==> src/rtl/m_controller_pkg.sv <==
// Shared definitions for the M-extension controller: datapath select codes,
// RV32M operation encoding and FSM state type.
package m_controller_pkg;

  localparam int unsigned MUX_A_LENGTH = 2;
  localparam int unsigned MUX_B_LENGTH = 2;
  localparam int unsigned MUX_R_LENGTH = 3;
  localparam int unsigned MUX_D_LENGTH = 2;
  localparam int unsigned MUX_Z_LENGTH = 2;

  localparam logic [MUX_A_LENGTH-1:0] MUX_A_KEEP       = 2'd0;
  localparam logic [MUX_A_LENGTH-1:0] MUX_A_R_SIGNED   = 2'd1;
  localparam logic [MUX_A_LENGTH-1:0] MUX_A_R_UNSIGNED = 2'd2;

  localparam logic [MUX_B_LENGTH-1:0] MUX_B_KEEP       = 2'd0;
  localparam logic [MUX_B_LENGTH-1:0] MUX_B_D_SIGNED   = 2'd1;
  localparam logic [MUX_B_LENGTH-1:0] MUX_B_D_UNSIGNED = 2'd2;

  localparam logic [MUX_R_LENGTH-1:0] MUX_R_KEEP       = 3'd0;
  localparam logic [MUX_R_LENGTH-1:0] MUX_R_A          = 3'd1;
  localparam logic [MUX_R_LENGTH-1:0] MUX_R_A_NEG      = 3'd2;
  localparam logic [MUX_R_LENGTH-1:0] MUX_R_SUB_KEEP   = 3'd3;
  localparam logic [MUX_R_LENGTH-1:0] MUX_R_MULT_LOWER = 3'd4;

  localparam logic [MUX_D_LENGTH-1:0] MUX_D_KEEP       = 2'd0;
  localparam logic [MUX_D_LENGTH-1:0] MUX_D_B          = 2'd1;
  localparam logic [MUX_D_LENGTH-1:0] MUX_D_B_NEG      = 2'd2;
  localparam logic [MUX_D_LENGTH-1:0] MUX_D_SHR        = 2'd3;

  localparam logic [MUX_Z_LENGTH-1:0] MUX_Z_KEEP       = 2'd0;
  localparam logic [MUX_Z_LENGTH-1:0] MUX_Z_ZERO       = 2'd1;
  localparam logic [MUX_Z_LENGTH-1:0] MUX_Z_SHL_ADD    = 2'd2;
  localparam logic [MUX_Z_LENGTH-1:0] MUX_Z_MULT_UPPER = 2'd3;

  typedef enum logic [2:0] {
    OP_MUL    = 3'b000,
    OP_MULH   = 3'b001,
    OP_MULHSU = 3'b010,
    OP_MULHU  = 3'b011,
    OP_DIV    = 3'b100,
    OP_DIVU   = 3'b101,
    OP_REM    = 3'b110,
    OP_REMU   = 3'b111
  } op_e;

  typedef enum logic [2:0] {
    IDLE,
    MUL_AB,
    MUL_WAIT,
    MUL_WB,
    DIV_STEP,
    DONE
  } state_e;

endpackage

==> src/rtl/m_controller.sv <==
// Sequencing FSM for the RV32M unit: drives datapath selects for operand load,
// multiply staging/writeback and 32-step restoring division.
module m_controller
  import m_controller_pkg::*;
#(
  parameter int unsigned MUL_LAT = 2
) (
  input  logic                    clk,
  input  logic                    reset,
  input  logic                    in_valid,
  output logic                    in_ready,
  input  logic [2:0]              funct3,
  input  logic                    rs1_sign,
  input  logic                    rs2_sign,
  input  logic                    rs2_zero,
  input  logic                    sub_neg,
  output logic [MUX_A_LENGTH-1:0] mux_A,
  output logic [MUX_B_LENGTH-1:0] mux_B,
  output logic [MUX_R_LENGTH-1:0] mux_R,
  output logic [MUX_D_LENGTH-1:0] mux_D,
  output logic [MUX_Z_LENGTH-1:0] mux_Z,
  output logic                    out_valid,
  input  logic                    out_ready,
  output logic                    res_sel,
  output logic                    res_neg
);

  localparam logic [4:0] WAIT_INIT = (MUL_LAT > 0) ? 5'(MUL_LAT - 1) : '0;

  state_e     state, state_n;
  op_e        op, op_n, in_op;
  logic [4:0] count, count_n;
  logic       sel_q, sel_n, neg_q, neg_n;
  logic       signed_div;
  logic [MUX_A_LENGTH-1:0] a_code;
  logic [MUX_B_LENGTH-1:0] b_code;

  // The subtractor sign steers the datapath directly; the FSM never branches on it.
  logic unused_sub_neg;
  assign unused_sub_neg = sub_neg;

  assign in_op      = op_e'(funct3);
  assign signed_div = (in_op == OP_DIV) || (in_op == OP_REM);
  assign a_code     = (op == OP_MUL || op == OP_MULH || op == OP_MULHSU) ? MUX_A_R_SIGNED : MUX_A_R_UNSIGNED;
  assign b_code     = (op == OP_MUL || op == OP_MULH) ? MUX_B_D_SIGNED : MUX_B_D_UNSIGNED;

  always_ff @(posedge clk) begin
    if (reset) begin
      state <= IDLE;
      count <= '0;
      op    <= OP_MUL;
      sel_q <= 1'b0;
      neg_q <= 1'b0;
    end else begin
      state <= state_n;
      count <= count_n;
      op    <= op_n;
      sel_q <= sel_n;
      neg_q <= neg_n;
    end
  end

  always_comb begin
    state_n   = state;
    count_n   = count;
    op_n      = op;
    sel_n     = sel_q;
    neg_n     = neg_q;
    in_ready  = 1'b0;
    out_valid = 1'b0;
    mux_A     = MUX_A_KEEP;
    mux_B     = MUX_B_KEEP;
    mux_R     = MUX_R_KEEP;
    mux_D     = MUX_D_KEEP;
    mux_Z     = MUX_Z_KEEP;
    case (state)
      IDLE: begin
        in_ready = 1'b1;
        if (in_valid) begin
          op_n  = in_op;
          sel_n = funct3[2] ? !funct3[1] : (funct3[1:0] != 2'b00);
          neg_n = ((in_op == OP_DIV) && (rs1_sign ^ rs2_sign) && !rs2_zero) ||
                  ((in_op == OP_REM) && rs1_sign);
          if (!funct3[2]) begin
            mux_R   = MUX_R_A;
            mux_D   = MUX_D_B;
            state_n = MUL_AB;
          end else begin
            mux_R   = (signed_div && rs1_sign) ? MUX_R_A_NEG : MUX_R_A;
            mux_D   = (signed_div && rs2_sign) ? MUX_D_B_NEG : MUX_D_B;
            mux_Z   = MUX_Z_ZERO;
            count_n = 5'd31;
            state_n = DIV_STEP;
          end
        end
      end
      MUL_AB: begin
        mux_A = a_code;
        mux_B = b_code;
        if (MUL_LAT > 0) begin
          count_n = WAIT_INIT;
          state_n = MUL_WAIT;
        end else begin
          state_n = MUL_WB;
        end
      end
      MUL_WAIT: begin
        if (count == '0) state_n = MUL_WB;
        else             count_n = count - 5'd1;
      end
      MUL_WB: begin
        mux_A   = a_code;
        mux_B   = b_code;
        mux_R   = MUX_R_MULT_LOWER;
        mux_Z   = MUX_Z_MULT_UPPER;
        state_n = DONE;
      end
      DIV_STEP: begin
        mux_R = MUX_R_SUB_KEEP;
        mux_Z = MUX_Z_SHL_ADD;
        mux_D = MUX_D_SHR;
        if (count == '0) state_n = DONE;
        else             count_n = count - 5'd1;
      end
      DONE: begin
        out_valid = 1'b1;
        if (out_ready) state_n = IDLE;
      end
      default: state_n = IDLE;
    endcase
    // Reset overrides the IDLE handshake so nothing is loaded or offered while held.
    if (reset) begin
      in_ready  = 1'b0;
      out_valid = 1'b0;
      mux_A     = MUX_A_KEEP;
      mux_B     = MUX_B_KEEP;
      mux_R     = MUX_R_KEEP;
      mux_D     = MUX_D_KEEP;
      mux_Z     = MUX_Z_KEEP;
    end
  end

  assign res_sel = sel_q;
  assign res_neg = neg_q;

endmodule

==> config.mk <==
export PLATFORM = sky130hd
export DESIGN_NAME = m_controller
export DESIGN_NICKNAME = d
export VERILOG_FILES = /design/src/rtl/m_controller_pkg.sv /design/src/rtl/m_controller.sv
export SDC_FILE = /design/constraint.sdc
export NUM_CORES = 1
export LEC_CHECK = 0
export BUFFER_PORTS_ARGS = -buffer_cell sky130_fd_sc_hd__buf_2
export CORE_ASPECT_RATIO = 0.5
export CORE_MARGIN = 2
export CORE_UTILIZATION = 30
export CTS_CLUSTER_SIZE = 25
export DETAILED_ROUTE_END_ITERATION = 8
export GPL_ROUTABILITY_DRIVEN = 0
export MAX_ROUTING_LAYER = met4
export PLACE_DENSITY_LB_ADDON = 0.12
export SETUP_SLACK_MARGIN = 0.5
export SLEW_MARGIN = 20
export SYNTH_ARGS = -nofsm -noshare
export SYNTH_HDL_FRONTEND = slang
export SYNTH_SLANG_ARGS = --single-unit
==> constraint.sdc <==
create_clock -name clk -period 2.2 [get_ports clk]
set_clock_uncertainty 0.15 [all_clocks]
set_input_delay 0.44 -clock clk [delete_from_list [all_inputs] [get_ports clk]]
set_output_delay 0.44 -clock clk [all_outputs]
set_load 0.05 [all_outputs]
---- Word level (Yosys, flattened, before mapping) ----
Index checks and enable logic that the tools add are counted.
word-level totals
  RAM bits ................................ 0
  bits in read-only memories .............. 0
  latch bits .............................. 0
  output and inout bits ................... 15
  memories kept ........................... 0
  register bits after elaboration ......... 13
  word-level logic and storage cells ...... 78
  input bits .............................. 11
operators by class
  eq/ne operators ......................... 15
  multiplexer cells ....................... 35
  add/sub/neg operators ................... 1
  reduce and logical (&&, ||, !) cells .... 21
  bitwise gates (word level) .............. 1
  div/mod/pow operators ................... 0
  shift operators ......................... 0
  magnitude comparators ................... 0
  $mul .................................... 0
operators with widths
  operator                                              count
  two-way mux 2 bit                                     14
  two-way mux 3 bit                                     6
  one-hot mux 3 bit (6 select lines)                    1
  two-way mux 5 bit                                     3
  one-hot mux 5 bit (3 select lines)                    1
  equality test 3 bit (second input constant)           4
  != test 2 bit (second input constant)                 6
  equality test 3 x 2 -> 1 bit (second input constant)  3
  one-hot mux 3 bit (3 select lines)                    1
  AND reduction 4 bit                                   2
  two-way mux 1 bit                                     7
  equality test 3 x 1 -> 1 bit (second input constant)  2
  logical NOT 3 bit                                     2
  one-hot mux 2 bit (3 select lines)                    1
  logical AND 1 bit                                     5
  logical NOT 5 bit                                     1
  subtractor 5 x 1 -> 5 bit (second input constant)     1
  logical OR 1 bit                                      4
  one-hot mux 2 bit (2 select lines)                    1
  OR reduction 2 bit                                    2
  nonzero test 3 bit                                    1
  logical NOT 1 bit                                     2
  AND reduction 2 bit                                   1
  nonzero test 2 bit                                    1
  XOR 1 bit                                             1

---- Longest topological paths before layout ----
  word-level depth ........................ 8
  gate-level depth with buffers ........... 7
  gate-level depth less buffers ........... 6

---- Least setup slack after synthesis ----
OpenSTA, ideal clock, no wires.
  path type ............................... register -> output
  start ................................... reg state[1]
  end ..................................... out mux_Z[0]
  setup slack ............................. -0.481 ns
  data required time ...................... 1.610 ns
  buffers on the path ..................... 2
  cell stages (with the launch flop) ...... 6
  arrival time ............................ 2.091 ns
  cell sequence ........................... dfxtp_1 > buf_4 > clkbuf_1 > nor2_1 > nand3_1 > a211oi_1
on the way
  longest elaborated chain between the ends .. 3
ends and longest elaborated chain
  element                                      line                 RTL
  from (decl)                                  m_controller.sv:30   state_e state, state_n;
  from (signal assigned)                       m_controller.sv:55   state <= state_n;
  equality test 3 bit (tied with other cells)  m_controller.sv:76   case (state)
  one-hot mux 2 bit (3 select lines) (*)       m_controller.sv:76
  two-way mux 2 bit (*)                        m_controller.sv:132  if (reset) begin
  to (decl)                                    m_controller.sv:21   output logic [MUX_Z_LENGTH-1:0] mux_Z,
Every way passes the cells marked *; elsewhere a longest branch is shown, timed or not.

---- Worst setup path in the final report ----
  start ................................... reg state[0]
  end ..................................... out mux_D[0]
on the way
  longest elaborated chain between the ends .. 3
ends and longest elaborated chain
  element                                                   line                 RTL
  equality test 3 bit or logical NOT 3 bit (tied branches)  m_controller.sv:76
  one-hot mux 2 bit (2 select lines) (*)                    m_controller.sv:76
  two-way mux 2 bit (*)                                     m_controller.sv:132
  to (decl)                                                 m_controller.sv:20   output logic [MUX_D_LENGTH-1:0] mux_D,
Marked as above.

==> summary.md <==
| Metric | Value |
|---|---|
| Layout cell share with drive strength beyond 1 | `0.550` |
| Num CTS Buffers | `3` |
| CP max-delay cell | `or4b_4` |
| # diodes | `0` |
| Post-Synthesis Cells | `134` |
| Port buffer count | `24` |
| Pwr/cell area | `1170 nW/um^2` |
| Clk slew on worst S/H paths | `0.06 ns` |
| Post-synthesis cell area | `942 sq um` |
| First-pass GRT wire length | `4110 microns` |
| WL per Instance | `13.1 microns` |
| Cell breakdown of the critical path | `or4b_4 > a21oi_4 > nor2_2 > nor2_4 > buf_8` |
| Mapped Nets | `147` |
| I/O pin count | `26` |
| Antenna violations before repair | `0` |
| Crit path DAT | `1.58 ns` |
| WP data required | `1.61 ns` |
| Setup WS post-layout | `0.0276 ns` |
| Leakage | `0.000625 uW` |
| Type of the most critical hold path | `reg2reg` |
| CP Launch Type | `flip-flop` |
| Largest net degree at the start of global routing | `16` |
| Antenna-violating nets left | `0` |
| CTS tree | `built` |
| Area occupied by multi-input gates | `845 sq um` |
| Max VDD drop | `0.496 mV` |
| Netlist cell types | `39` |
| Die Ht | `43.6 microns` |
| Max-slew violation count | `0` |
| Top Metal Used | `met4` |
| Slew @ Worst Pin | `0.423 ns` |
| Vias in the first global route | `869` |
| Dpl ws | `0.0267 ns` |
| Crit end category | `output pin` |
| # rows | `14` |
| CTS Sinks | `13` |
| Met3 WL post-DR | `109 microns` |
| Gr usage total | `0.152` |
| Die X | `83.3 microns` |
| Area Overhead vs Synth | `69.7%` |
| Fmax achieved | `0.460 GHz` |
| Delay-heaviest family, CP | `simple AND/OR/NAND/NOR gates` |
| Clock Tree Root | `clkbuf_8` |
| Total iterations of the first detailed-routing run | `4` |
| #FFs+latches synth | `13` |
| Worst Path Buf+Inv | `1` |
| WS Path Type | `reg2out` |
| Skew-Pair Late Insertion Delay | `0.25 ns` |
| Drt total wl | `2740 microns` |
| Status | `complete, no violations` |
| Initial DRC count | `32` |
| HPWL Detailed | `1930 microns` |
| Largest fanout on the critical path | `4` |
| Slew margin rel. | `0.718` |
| Period utilization | `0.987` |
| Max Root-Sink Buffers | `2` |
| M1 WL | `1380 microns` |
| Setup TNS | `0 ns` |
| RSZ-0062 raised after global routing | `true` |
| Hold Slack | `0.302 ns` |
| Final setup violation count | `0` |
| GRT overflow | `0` |
| Final Hold Viols | `0` |
| Met2 WL | `1230 microns` |
| Die ar. | `3630 sq um` |
| Syn avg cell area | `7.03 sq um` |
| Seq/Total Area, Yosys | `0.276` |
| Synth Warn # | `0` |
| Final #Nets | `183` |
| Initial Util | `0.315` |
| H-Tree Depth | `1` |
| Vias per cell | `5.03` |
| Total core area | `3000 sq um` |
| Remaining DRCs | `0` |
| # fillers | `285` |
| Minimum clock period | `2.17 ns` |
| Register Area | `269 sq um` |
| Max_cap viols | `0` |
| Largest stage delay, worst path | `0.56 ns` |
| Vias after detailed routing | `1,051` |
==> final timing paths <==
path,start,end,slack (ns),cells past startpoint
worst max-delay path,state[0]$_SDFFE_PP0P_,mux_D[0],0.03,5
worst min-delay path,res_neg$_SDFFE_PP0P_,res_neg$_SDFFE_PP0P_,0.30,2
worst max register to register,count[0]$_SDFFE_PP0P_,count[4]$_SDFFE_PP0P_,0.36,6
worst min register to register,res_neg$_SDFFE_PP0P_,res_neg$_SDFFE_PP0P_,0.30,2
==> report_power, final <==
part	switching [uW]	internal, uW	leakage, uW	total, uW
sequential	68.8	313	0.000109	382
combinational	703	562	0.000493	1270
clock	95.9	128	0.0000228	224
==> cell families (layout without fill, tap and decap cells) <==
family	Yosys count	after routing	synth area share
xor+xnor	3	3	0.0279
simple gates	65	65	0.347
flops	13	13	0.276
buf+inv	16	51	0.0784
fa+ha+maj	2	2	0.0266
compound gates	35	35	0.244
==> worst reg2reg max path, stage by stage, from the launching register on <==
cell and delay, ns:
dfxtp_2 0.33, inv_2 0.07, ha_4 0.12, or4b_4 0.51, a31oi_4 0.31, a21oi_2 0.06, a311oi_2 0.20
==> per-layer routing <==
layer | track usage | up-vias
li1 | - | 534
met1 | 0.196 | 494
met5 | - | -
met3 | 0.0419 | 2
met4 | 0.0492 | 0
met2 | 0.234 | 21
==> timing repair <==
item | CTS | global route
endpoints found under the setup margin | 18 | 18
hold buffers | 0 | 0
gates resized for setup | 37 | 17
pin swaps | 6 | 15
setup buffers | 3 | 4
==> cell usage after synthesis <==
library cell  instances  area share
o22ai_1               1      0.0066
nor3b_1               3       0.024
a21oi_2               1      0.0093
xor2_1                1      0.0093
nand3_1               2       0.011
o311a_1               1       0.011
o21a_2                1      0.0093
xnor2_1               2       0.019
nor2b_1               3       0.020
clkbuf_2              1      0.0053
o21ai_1               1      0.0053
o21ai_0               3       0.016
and3_1                1      0.0066
nor3_1                8       0.042
a21oi_1              18       0.096
a311oi_1              2       0.019
buf_4                 2       0.016
a21o_1                1      0.0080
nand2_1              16       0.064
or2_2                 2       0.013
or3_1                 2       0.013
a31oi_4               1       0.023
and2_0                1      0.0066
nor4b_1               1      0.0093
buf_1                 2      0.0080
nor4b_2               1       0.016
nor2_1               20       0.080
nor2_2                1      0.0066
buf_2                 4       0.021
o21a_1                1      0.0080
clkbuf_1              2      0.0080
ha_1                  2       0.027
a32o_1                1       0.011
nand4_1               1      0.0066
a211oi_1              3       0.024
or4b_1                2       0.021
inv_1                 5       0.020
dfxtp_1              13        0.28
and2_1                1      0.0066
==> sequential cells by signal, indices dropped and copies added, names as in the netlist <==
signal,count
res_neg,1
op,3
count,5
state,3
res_sel,1
==> per-stage QoR <==
stage          std cells  utilization  instance area, sq um  power [uW]
4_1_cts              205        0.499                  1490        1750
3_3_place_gp         198        0.434                  1300        1380
5_1_grt              209        0.534                  1600        1990
2_1_floorplan        134            -                  1180        1260
3_5_place_dp         198        0.434                  1300        1390
6_report             209        0.534                  1600        1870
==> layout make-up <==
class | instances | share of cell area
sequential | 13 | 0.168
timing repair buffer | 42 | 0.232
clock buffer | 4 | 0.0282
inverter | 5 | 0.0117
multi-input combinational | 105 | 0.528
tap | 40 | 0.0313
==> cells in the final DEF, fill, tap and decap left out, drive strengths merged, types with 3 or more instances in the layout <==
master / n
a21oi: 19
clkbuf: 4
o21ai: 4
nand2: 16
dfxtp: 13
inv: 5
a211oi: 3
nor3: 8
nor2b: 3
buf: 42
nor3b: 3
nor2: 21
No activity file was read; power rests on OpenSTA's default activity.
